==> config.mk <==
export PLATFORM = sky130hd
export DESIGN_NAME = hazard_scoreboard_flat
export DESIGN_NICKNAME = d
export VERILOG_FILES = /design/src/rtl/hazard_scoreboard_if.sv /design/src/rtl/hazard_scoreboard.sv /design/src/flat_wrapper.sv
export SDC_FILE = /design/constraint.sdc
export NUM_CORES = 1
export LEC_CHECK = 0
export CELL_PAD_IN_SITES_DETAIL_PLACEMENT = 1
export CELL_PAD_IN_SITES_GLOBAL_PLACEMENT = 2
export CORE_ASPECT_RATIO = 0.7
export CORE_MARGIN = 4
export CORE_UTILIZATION = 35
export DETAILED_ROUTE_END_ITERATION = 7
export PLACE_DENSITY = 0.88
export SYNTH_ARGS = -nofsm -noshare
export SYNTH_HDL_FRONTEND = slang
export SYNTH_SLANG_ARGS = --single-unit
==> constraint.sdc <==
create_clock -name clk -period 18.8 [get_ports clk]
set_clock_uncertainty 0.15 [all_clocks]
set_input_delay 3.76 -clock clk [delete_from_list [all_inputs] [get_ports clk]]
set_output_delay 3.76 -clock clk [all_outputs]
set_load 0.02 [all_outputs]
==> src/rtl/hazard_scoreboard_if.sv <==
// Decode-stage hazard bus: D-instruction operand/destination info towards the
// scoreboard and the stall / busy / pending-count answers coming back.
interface hazard_scoreboard_if #(
   parameter int AW = 5,
   parameter int TW = 2
);
   logic          d_valid;
   logic [AW-1:0] d_rs;
   logic [AW-1:0] d_rt;
   logic [TW-1:0] d_tuse_rs;
   logic [TW-1:0] d_tuse_rt;
   logic          d_wr_en;
   logic [AW-1:0] d_wr_addr;
   logic [TW-1:0] d_tnew;
   logic          d_md_start;
   logic          d_md_is_div;
   logic          d_md_use;
   logic          stall;
   logic          md_busy;
   logic [AW:0]   pend_cnt;

   modport master (
      output d_valid, d_rs, d_rt, d_tuse_rs, d_tuse_rt,
             d_wr_en, d_wr_addr, d_tnew, d_md_start, d_md_is_div, d_md_use,
      input  stall, md_busy, pend_cnt
   );

   modport slave (
      input  d_valid, d_rs, d_rt, d_tuse_rs, d_tuse_rt,
             d_wr_en, d_wr_addr, d_tnew, d_md_start, d_md_is_div, d_md_use,
      output stall, md_busy, pend_cnt
   );
endinterface

==> src/rtl/hazard_scoreboard.sv <==
// Tuse/Tnew hazard scoreboard: tracks the remaining cycles until each GPR's
// newest in-flight result becomes forwardable, plus the multiply/divide unit
// occupancy, and stalls the D instruction when a source is not ready in time.
module hazard_scoreboard #(
   parameter int NREG     = 32,
   parameter int AW       = 5,
   parameter int TW       = 2,
   parameter int MULT_LAT = 5,
   parameter int DIV_LAT  = 10
) (
   input  logic                clk,
   input  logic                reset,
   hazard_scoreboard_if.slave  bus
);
   localparam int            MW       = $clog2(DIV_LAT + 1);
   localparam logic [TW-1:0] PEND_ONE = TW'(1'b1);
   localparam logic [MW-1:0] MD_ONE   = MW'(1'b1);
   localparam logic [AW:0]   CNT_ONE  = (AW + 1)'(1'b1);

   // Reject parameter sets the counters cannot represent.
   if (MULT_LAT < 1 || DIV_LAT < 1) begin : g_bad_lat
      $error("hazard_scoreboard: MULT_LAT and DIV_LAT must be nonzero");
   end
   if (MULT_LAT > (2 ** MW) - 1) begin : g_bad_mult
      $error("hazard_scoreboard: MULT_LAT does not fit the md counter");
   end
   if (TW < 1) begin : g_bad_tw
      $error("hazard_scoreboard: TW must be at least 1 so Tnew is representable");
   end
   if (NREG < 2 || (2 ** AW) < NREG) begin : g_bad_aw
      $error("hazard_scoreboard: AW too narrow for NREG");
   end

   logic [TW-1:0] pend_r     [NREG];
   logic [TW-1:0] pend_nxt_s [NREG];
   logic [MW-1:0] md_cnt_r;
   logic [MW-1:0] md_cnt_nxt_s;
   logic          md_busy_r;
   logic [AW:0]   pend_cnt_r;
   logic [AW:0]   pend_cnt_nxt_s;
   logic [TW-1:0] pend_rs_s;
   logic [TW-1:0] pend_rt_s;
   logic          haz_rs_s;
   logic          haz_rt_s;
   logic          haz_md_s;
   logic          stall_s;
   logic          issue_s;

   // Hazard detection from registered state and D inputs only.
   always_comb begin
      pend_rs_s = {TW{1'b0}};
      pend_rt_s = {TW{1'b0}};
      for (int r = 1; r < NREG; r++) begin
         if (AW'(r) == bus.d_rs) begin
            pend_rs_s = pend_r[r];
         end else begin
            pend_rs_s = pend_rs_s;
         end
         if (AW'(r) == bus.d_rt) begin
            pend_rt_s = pend_r[r];
         end else begin
            pend_rt_s = pend_rt_s;
         end
      end
      // An all-ones Tuse can never be exceeded, so unused sources drop out.
      haz_rs_s = (bus.d_rs != {AW{1'b0}}) && (pend_rs_s > bus.d_tuse_rs);
      haz_rt_s = (bus.d_rt != {AW{1'b0}}) && (pend_rt_s > bus.d_tuse_rt);
      haz_md_s = (bus.d_md_start | bus.d_md_use) & md_busy_r;
      stall_s  = bus.d_valid & (haz_rs_s | haz_rt_s | haz_md_s);
      issue_s  = bus.d_valid & ~stall_s;
   end

   // Next pending table: age every entry, newest issuing producer overrides.
   always_comb begin
      pend_cnt_nxt_s = {(AW + 1){1'b0}};
      for (int r = 0; r < NREG; r++) begin
         if (r == 0) begin
            pend_nxt_s[r] = {TW{1'b0}};
         end else if (issue_s && bus.d_wr_en && (AW'(r) == bus.d_wr_addr)) begin
            pend_nxt_s[r] = bus.d_tnew;
         end else if (pend_r[r] != {TW{1'b0}}) begin
            pend_nxt_s[r] = pend_r[r] - PEND_ONE;
         end else begin
            pend_nxt_s[r] = {TW{1'b0}};
         end
         if (pend_nxt_s[r] != {TW{1'b0}}) begin
            pend_cnt_nxt_s = pend_cnt_nxt_s + CNT_ONE;
         end else begin
            pend_cnt_nxt_s = pend_cnt_nxt_s;
         end
      end
   end

   // Next multiply/divide occupancy count.
   always_comb begin
      md_cnt_nxt_s = {MW{1'b0}};
      if (issue_s && bus.d_md_start) begin
         md_cnt_nxt_s = bus.d_md_is_div ? MW'(DIV_LAT) : MW'(MULT_LAT);
      end else if (md_cnt_r != {MW{1'b0}}) begin
         md_cnt_nxt_s = md_cnt_r - MD_ONE;
      end else begin
         md_cnt_nxt_s = {MW{1'b0}};
      end
   end

   // State registers; reset clears everything without waiting for a clock.
   always_ff @(posedge clk or posedge reset) begin
      if (reset) begin
         for (int r = 0; r < NREG; r++) begin
            pend_r[r] <= {TW{1'b0}};
         end
         md_cnt_r   <= {MW{1'b0}};
         md_busy_r  <= 1'b0;
         pend_cnt_r <= {(AW + 1){1'b0}};
      end else begin
         for (int r = 0; r < NREG; r++) begin
            pend_r[r] <= pend_nxt_s[r];
         end
         md_cnt_r   <= md_cnt_nxt_s;
         md_busy_r  <= (md_cnt_nxt_s != {MW{1'b0}});
         pend_cnt_r <= pend_cnt_nxt_s;
      end
   end

   assign bus.stall    = stall_s;
   assign bus.md_busy  = md_busy_r;
   assign bus.pend_cnt = pend_cnt_r;
endmodule
==> src/flat_wrapper.sv <==
// flat-port wrapper written by rule: the top's interface ports become plain ports
module hazard_scoreboard_flat 
#(
   parameter int NREG     = 32,
   parameter int AW       = 5,
   parameter int TW       = 2,
   parameter int MULT_LAT = 5,
   parameter int DIV_LAT  = 10
)
  (clk, reset, bus_d_valid, bus_d_rs, bus_d_rt, bus_d_tuse_rs, bus_d_tuse_rt, bus_d_wr_en, bus_d_wr_addr, bus_d_tnew, bus_d_md_start, bus_d_md_is_div, bus_d_md_use, bus_stall, bus_md_busy, bus_pend_cnt);
  hazard_scoreboard_if #(.AW(AW), .TW(TW)) bus_i ();
  input  logic clk;
  input  logic reset;
  input wire logic [$bits(bus_i.d_valid)-1:0] bus_d_valid;
  input wire logic [$bits(bus_i.d_rs)-1:0] bus_d_rs;
  input wire logic [$bits(bus_i.d_rt)-1:0] bus_d_rt;
  input wire logic [$bits(bus_i.d_tuse_rs)-1:0] bus_d_tuse_rs;
  input wire logic [$bits(bus_i.d_tuse_rt)-1:0] bus_d_tuse_rt;
  input wire logic [$bits(bus_i.d_wr_en)-1:0] bus_d_wr_en;
  input wire logic [$bits(bus_i.d_wr_addr)-1:0] bus_d_wr_addr;
  input wire logic [$bits(bus_i.d_tnew)-1:0] bus_d_tnew;
  input wire logic [$bits(bus_i.d_md_start)-1:0] bus_d_md_start;
  input wire logic [$bits(bus_i.d_md_is_div)-1:0] bus_d_md_is_div;
  input wire logic [$bits(bus_i.d_md_use)-1:0] bus_d_md_use;
  output wire logic [$bits(bus_i.stall)-1:0] bus_stall;
  output wire logic [$bits(bus_i.md_busy)-1:0] bus_md_busy;
  output wire logic [$bits(bus_i.pend_cnt)-1:0] bus_pend_cnt;
  assign bus_i.d_valid = bus_d_valid;
  assign bus_i.d_rs = bus_d_rs;
  assign bus_i.d_rt = bus_d_rt;
  assign bus_i.d_tuse_rs = bus_d_tuse_rs;
  assign bus_i.d_tuse_rt = bus_d_tuse_rt;
  assign bus_i.d_wr_en = bus_d_wr_en;
  assign bus_i.d_wr_addr = bus_d_wr_addr;
  assign bus_i.d_tnew = bus_d_tnew;
  assign bus_i.d_md_start = bus_d_md_start;
  assign bus_i.d_md_is_div = bus_d_md_is_div;
  assign bus_i.d_md_use = bus_d_md_use;
  assign bus_stall = bus_i.stall;
  assign bus_md_busy = bus_i.md_busy;
  assign bus_pend_cnt = bus_i.pend_cnt;
  hazard_scoreboard #(.NREG(NREG), .AW(AW), .TW(TW), .MULT_LAT(MULT_LAT), .DIV_LAT(DIV_LAT)) u_core (.clk(clk), .reset(reset), .bus(bus_i));
endmodule
* Word level (Yosys, flattened, before mapping) *
Index checks and enable logic that the tools add are counted.

storage, ports and cells
  flip-flop bits (word level) = 73
  input bits = 28
  output and inout bits = 8
  logic and storage cells = 457

cells by class
  $add $sub $neg = 62
  order comparisons = 2
  eq/ne operators = 93
  muxes and demuxes = 158
  bitwise logic cells = 7
  reduce and logical (&&, ||, !) cells = 101

operator list
  kind                                              count
  2-to-1 mux 2 bit                                  124
  == test 5 bit, first input constant               48
  2-to-1 mux 6 bit                                  30
  adder 6 x 1 -> 6 bit, second input constant       29
  nonzero test 2 bit                                62
  == test 4 x 5 -> 1 bit, first input constant      24
  subtractor 2 x 1 -> 2 bit, second input constant  31
  == test 3 x 5 -> 1 bit, first input constant      12
  logical AND 1 bit                                 35
  == test 2 x 5 -> 1 bit, first input constant      6
  == test 1 x 5 -> 1 bit, first input constant      3
  2-to-1 mux 4 bit                                  3
  nonzero test 5 bit                                2
  nonzero test 4 bit                                2
  greater-than comparator 2 bit                     2
  subtractor 4 x 1 -> 4 bit, second input constant  1
  AND 1 bit                                         3
  bitwise OR 1 bit                                  3
  adder 1 x 1 -> 2 bit, second input constant       1
  2-to-1 mux 1 bit                                  1
  inverter 1 bit                                    1

* Depth between registers and ports, before layout *
Gate-level depths: netlist of run 1.

  depth in word-level cells = 104
  mapped depth = 106
  depth with buffers taken out = 104

* Worst setup path before layout of run 1 *
OpenSTA, ideal clock, no wires.

  path type = input port to flip-flop
  start = input port bus_d_rs[0]
  end = register u_core.pend_cnt_r[5], in the netlist u_core.bus.pend_cnt[5]
  setup time = 0.124 ns
  arrival = 22.733 ns
  data required time = 18.526 ns
  slack = -4.207 ns
  stages on the path = 96
  buffers on the path = 4
  path through = buf_2 -> buf_1 -> clkbuf_1 -> nand2_1 -> nor4_1 -> o221a_2 -> a21oi_1 -> o32a_1 -> o221ai_1 -> a21oi_1 -> ha_1 -> nor2b_1 -> o21a_1 -> a211oi_1 -> nand2_1 -> nor3_1 -> o21ai_0 -> or2_2 -> (+60 left out) -> a21oi_1 -> o31ai_1 -> xnor2_1 -> nor2b_1 -> a311oi_1 -> ha_1 -> o21a_1 -> ha_1 -> mux2_2 -> ha_1 -> o21ai_0 -> a21oi_1 -> nor2_1 -> nor2_1 -> mux2_1 -> mux2i_1 -> o21ai_1 -> xnor2_1

RTL lines
  what                  line                      text
  start, declared       flat_wrapper.sv:15        input wire logic [$bits(bus_i.d_rs)-1:0] bus_d_rs;
  end signal, assigned  hazard_scoreboard.sv:114  pend_cnt_r <= {(AW + 1){1'b0}};
  end signal, assigned  hazard_scoreboard.sv:121  pend_cnt_r <= pend_cnt_nxt_s;
  end, declared         hazard_scoreboard.sv:39   logic [AW:0] pend_cnt_r;

==> impl_metrics.csv, run 1 <==
group,metric,value,unit
critical_path,crit_slowest_cell,"ha_1",
global_routing,grt.overflow.total,0,
timing,finalHoldViolCount,0,
timing,slew_viol_final,0,
timing,fin_crit_sh,115,%
yosys,ys_types,94,
layout,antenna_cells,0,
layout,layout-drive-gt1-share,31.1,%
yosys,synthCells,1319,
routing,routedWlPerCell,20.5,um
yosys,synth.top_cells.by_area,"dfrtp_1 18%, nand2_1 7.0%, xnor2_1 6.6%, o21ai_0 5.0%, mux2i_1 4.2%",
layout,fillCellCount,3442,
yosys,yosysMostFrequentCell,"nand2_1",
yosys,synth_top_area_share,17.7,%
critical_path,max_stage_delay,0.35,ns
critical_path,critPathLaunchType,"input port",
layout,areaGrowthSynthToFinish,37.1,%
power_and_ir_drop,leakage,5.87,nW
yosys,syn_nets,1381,
yosys,synth_compound_area_share,23.7,%
clock_network,cts_buffers,9,
clock_network,clock_latency,0.35,ns
yosys,async_flop_share,100,%
routing,drtPass1Iterations,5,
die,die_w,213,um
critical_path,endpoint_kind,"flip-flop",
timing,fin_crit,21.55,ns
yosys,ys_top_cells_by_count,"191 x nand2_1, 104 x nor2_1, 102 x o21ai_0",
yosys,synth_top_family_by_area,"simple AND/OR/NAND/NOR gates",
yosys,synth_seq_cells,73,
yosys,ys_seq_area_share,17.7,%
clock_network,cts_tree,"built",
flow_run,maxCapViolations,0,
routing,viasPerCell,5.75,
yosys,yosys.area.top_type,"dfrtp_1",
timing,worst_slack,-2.75,ns
timing,max_freq,0.0464,GHz
global_routing,grt_pass1_vias,11642,
critical_path,path_class,"in2reg",
timing,max_slew.worst_pin.slew,1.22,ns
yosys,synth_adder_area_share,4.23,%
routing,detail-route-antenna-nets,0,
yosys,yosys.area_share.xor_xnor,17.5,%
layout,multiInputGateArea,8860,um^2
yosys,synthMuxAreaShare,7.92,%
routing,num_vias,11312,
hold_path,hold_path_class,"reg2reg",
layout,final-instance-count-excl-fill,1968,
routing,drc,0,
clock_network,cts.clk_slew.worst_paths,0.07,ns
timing,rsz0062_at_grt,"true",
placed_design,hpwl,30800,um
yosys,synth_ff_type,"dfrtp_1",
clock_network,clkSinkCount,73,
placed_design,port_buffers,35,
clock_network,cts_buffer_depth,2,
critical_path,crit_arrival,21.64,ns
layout,final-seq-area,1830,um^2
power_and_ir_drop,ir_worst_vdd,0.0000397,V
die,coreArea,29000,um^2
power_and_ir_drop,p_total,0.550,mW
critical_path,path_common_cell,"ha_1",
die,dieArea,32300,um^2
global_routing,antenna_found_initial,0,
outcome,violations,"negative setup slack",
clock_network,cts_max_level,3,
die,rows,52,
yosys,synth_area,10300,um^2
yosys,synth-edff-count,0,
global_routing,grt_usage,24.3,%
critical_path,path_max_fanout,4,
yosys,syn_area_per_cell,7.81,um^2
placed_design,gp_routability_congestion,0.971,
routing,finalWirelength,40300,um
timing,slew_headroom,16.4,%
timing,setup_viol,5,
global_routing,grt_first_pass_wirelength,63300,um
die,initial_core_util,35.6,%
power_and_ir_drop,p_per_area,38.9,nW/um^2
global_routing,grt_max_degree,74,
placed_design,dp_cells,1913,
routing,dr.first_iter.drc_count,809,
clock_network,cts-hold-fix-buffers,0,
critical_path,required,18.89,ns
yosys,yosys.area_share.simple,25.2,%
clock_network,cts_root_buf,"clkbuf_16",
layout,fin_nets,1647,
die,die_h,152,um
layout,finish.utilization,48.8,%
yosys,yosysWarnings,0,
outcome,status,"complete, but fails checks",
die,num_io_pins,36,
timing,holdWs,0.363,ns
worst paths after layout:
kind	from	endpoint	slack (ns)	depth (start not counted)
hold reg to reg	u_core.pend_r[52]	u_core.pend_r[52]	0.36	1
max in group asynchronous	reset	u_core.pend_r[2]	13.97	3
setup / recovery	bus_d_rs[3]	u_core.bus.pend_cnt[5]	-2.75	98
hold / removal	u_core.pend_r[52]	u_core.pend_r[52]	0.36	1
setup reg to reg	u_core.pend_r[57]	u_core.bus.pend_cnt[5]	0.15	99
min in group asynchronous	reset	u_core.md_cnt_r[2]	3.86	3
per-layer routing:
| metal | track usage, % | wire (um) | part of all wire [%] | vias to the layer above |
|---|---|---|---|---|
| li1 | - | - | - | 5337 |
| met1 | 35.2 | 19500 | 48 | 5638 |
| met2 | 38.7 | 17900 | 44 | 295 |
| met3 | 3.46 | 2320 | 5.8 | 42 |
| met4 | 5.21 | 607 | 1.5 | 0 |
| met5 | 0 | 0 | 0 | - |
critical path: cells and delay by family:
kind                     cells  cell delay [ns]
multiplexers                10             2.48
AO/OA/AOI/OAI               37             6.01
AND/OR/NAND/NOR             19             2.38
XOR/XNOR                    12             1.92
adder cells (fa/ha/maj)     17             4.57
buffers and inverters        3             0.46
power breakdown:
group | switching [mW] | internal, mW | leakage, nW
Clock | 0.0735 | 0.117 | 0.157
Combinational | 0.104 | 0.0859 | 4.70
Sequential | 0.00624 | 0.163 | 1.01
Total | 0.184 | 0.366 | 5.87
flip-flops by register name (all words and copies together), names as in the netlist:
register / flops
u_core.bus.pend_cnt: 6
u_core.md_cnt_r: 4
u_core.bus.md_busy: 1
u_core.pend_r: 62
layout by cell type (no fill, tap or decap), types with 38 or more instances in the layout:
| master | Yosys | final |
|---|---|---|
| nor2_1 | 104 | 94 |
| buf_4 | 0 | 264 |
| o21ai_0 | 102 | 84 |
| nand2b_1 | 47 | 45 |
| a21oi_1 | 61 | 52 |
| nand2_1 | 191 | 186 |
| dfrtp_1 | 73 | 73 |
| xor2_1 | 42 | 41 |
| xnor2_1 | 78 | 70 |
| nand3_1 | 38 | 38 |
timing repair:
action	in CTS	in global routing
setup buffers	24	15
resized for setup	84	53
setup endpoints to repair	5	5
pin swaps	65	61
area by class of cell:
| type | instances | area share [%] |
|---|---|---|
| Timing Repair Buffer | 310 | 17.5 |
| Sequential cell | 73 | 12.9 |
| Clock inverter | 6 | 0.647 |
| Tap cell | 378 | 3.35 |
| Inverter | 45 | 1.23 |
| Clock buffer | 10 | 1.62 |
| Multi-Input combinational cell | 1146 | 62.7 |
cells by family after synthesis:
kind of cell / Yosys count
and+or+nand+nor: 537
AOI/OAI and AO/OA: 349
xor gates and xnor gates: 155
buffers and inverters: 100
DFF: 73
muxes: 70
adders and majority gates: 35
through the flow:
step / worst slack (ns) / area (um^2) / setup TNS (ns)
after floorplan: -2.24 / 10700 / -10.10
after global placement: -2.83 / 13100 / -13.17
after detailed placement: -3.82 / 13100 / -17.91
after CTS: -2.32 / 13800 / -10.71
after global routing: -3.70 / 14100 / -17.59
final: -2.75 / 14100 / -12.96
Power figures use the tool's default switching activity.
==> run 2, diff against run 1 <==
--- a/config.mk
+++ b/config.mk
@@ -11,7 +11,9 @@
 export CORE_MARGIN = 4
 export CORE_UTILIZATION = 35
 export DETAILED_ROUTE_END_ITERATION = 7
+export GPL_TIMING_DRIVEN = 1
 export PLACE_DENSITY = 0.88
+export SKIP_CTS_REPAIR_TIMING = 1
 export SYNTH_ARGS = -nofsm -noshare
 export SYNTH_HDL_FRONTEND = slang
 export SYNTH_SLANG_ARGS = --single-unit
==> impl_metrics.csv, run 2 (synthesis results as in run 1) <==
group,metric,value,unit
power_and_ir_drop,p_per_area,39.2,nW/um^2
clock_network,cts.clk_slew.worst_paths,0.06,ns
hold_path,min_path_cells,1,
critical_path,critPathLaunchType,"input port",
routing,dr.first_iter.drc_count,885,
flow_run,maxCapViolations,0,
layout,final-instance-count-excl-fill,1957,
die,die_w,213,um
critical_path,max_stage_delay,0.38,ns
critical_path,path_class,"in2reg",
power_and_ir_drop,leakage,5.84,nW
routing,detail-route-antenna-nets,0,
timing,setup_viol,5,
clock_network,cts_buffer_depth,2,
critical_path,required,18.89,ns
outcome,status,"complete, but fails checks",
clock_network,clock_latency,0.35,ns
layout,largest_register_ffs,62,
hold_path,hold_path_startpoint,"u_core.pend_r[52]",
global_routing,grt.overflow.total,0,
critical_path,crit_arrival,21.59,ns
die,initial_core_util,35.6,%
routing,viasPerCell,5.71,
timing,rsz0062_at_grt,"true",
routing,routedWlPerCell,20.2,um
global_routing,grt_first_pass_wirelength,61800,um
die,rows,52,
die,die_h,152,um
clock_network,cts_max_level,3,
timing,fin_crit_sh,114,%
critical_path,cp-startpoint,"bus_d_rs[0]",
timing,max_slew.worst_pin.slew,1.18,ns
die,num_io_pins,36,
global_routing,grt_max_degree,74,
critical_path,r2r_slack,0.21,ns
clock_network,cts_buffers,9,
layout,layout-drive-gt1-share,29.3,%
clock_network,clkSinkCount,73,
timing,worst_slack,-2.70,ns
power_and_ir_drop,ir_worst_vdd,0.0000396,V
critical_path,r2r-start,"u_core.pend_r[57]",
global_routing,antenna_found_initial,0,
routing,finalWirelength,39600,um
hold_path,hold_path_class,"reg2reg",
layout,layout_commonest_cell,"buf_4",
layout,fillCellCount,3460,
routing,num_vias,11175,
placed_design,hpwl,30800,um
timing,fin_crit,21.50,ns
routing,drc,0,
timing,setup_tns,-12.85,ns
critical_path,path_common_cell,"ha_1",
critical_path,rr_worst_depth,101,
layout,areaGrowthSynthToFinish,35.2,%
critical_path,crit_slowest_cell,"ha_1",
layout,fin_nets,1635,
timing,slew_viol_final,0,
clock_network,cts_root_buf,"clkbuf_16",
timing,holdWs,0.364,ns
outcome,violations,"negative setup slack",
clock_network,cts_tree,"built",
die,dieArea,32300,um^2
placed_design,port_buffers,35,
critical_path,endpoint_kind,"flip-flop",
timing,slew_headroom,19.3,%
global_routing,grt_usage,23.7,%
routing,drtPass1Iterations,5,
power_and_ir_drop,p_total,0.546,mW
placed_design,dp_cells,1913,
global_routing,grt_pass1_vias,11301,
critical_path,path_max_fanout,4,
placed_design,gp_routability_congestion,0.971,
timing,finalHoldViolCount,0,
layout,top_register,"u_core.pend_r",
die,coreArea,29000,um^2
layout,mostFrequentLayoutCells,"254 x buf_4, 184 x nand2_1, 98 x nor2_1, 86 x o21ai_0, 73 x dfrtp_1",
timing,max_freq,0.0465,GHz
run 2: worst max-delay path, delay by kind of cell:
family | cells | cell delay [ns]
adder cells (fa/ha/maj) | 15 | 4.11
AO/OA/AOI/OAI | 38 | 6.14
XOR/XNOR | 10 | 1.66
multiplexers | 8 | 2.05
AND/OR/NAND/NOR | 23 | 2.92
buffers and inverters | 8 | 0.88
run 2: metrics by stage:
step | setup WS, ns | instance area (um^2) | utilization (%)
2_1_floorplan | -2.24 | 10700 | -
3_3_place_gp | -2.83 | 13100 | 45.1
3_5_place_dp | -3.82 | 13100 | 45.1
4_1_cts | -3.54 | 13400 | 46.2
5_1_grt | -3.72 | 13900 | 48.1
6_report | -2.70 | 13900 | 48.1
run 2: path summary, 6_finish.rpt:
kind / endpoint
setup reg to reg: u_core.bus.pend_cnt[4]
max in group asynchronous: u_core.pend_r[0]
hold / removal: u_core.pend_r[52]
min in group asynchronous: u_core.md_cnt_r[2]
hold reg to reg: u_core.pend_r[52]
setup / recovery: u_core.bus.pend_cnt[4]
run 2: where the power goes:
| group | switching, mW | leakage, nW | total, mW | internal (mW) |
|---|---|---|---|---|
| registers | 0.00604 | 1.01 | 0.169 | 0.163 |
| clock network | 0.0735 | 0.157 | 0.191 | 0.117 |
| logic | 0.102 | 4.67 | 0.186 | 0.0840 |
run 2: layout make-up:
class	count	area, um^2	area share, %
multi-input cells	1146	8750	62.8
repair buffers	298	2390	17.1
well taps	378	473	3.40
flip-flops and latches	73	1830	13.1
clock inverters	6	91.3	0.656
inverters	45	174	1.25
diodes	1	2.50	0.0180
clock buffers	10	229	1.64
run 2: routing by layer:
metal,share of wire [%],GRT usage (%)
met2,44,37.0
met1,49,35.4
met5,0,0
met3,5.5,3.11
met4,1.5,4.35
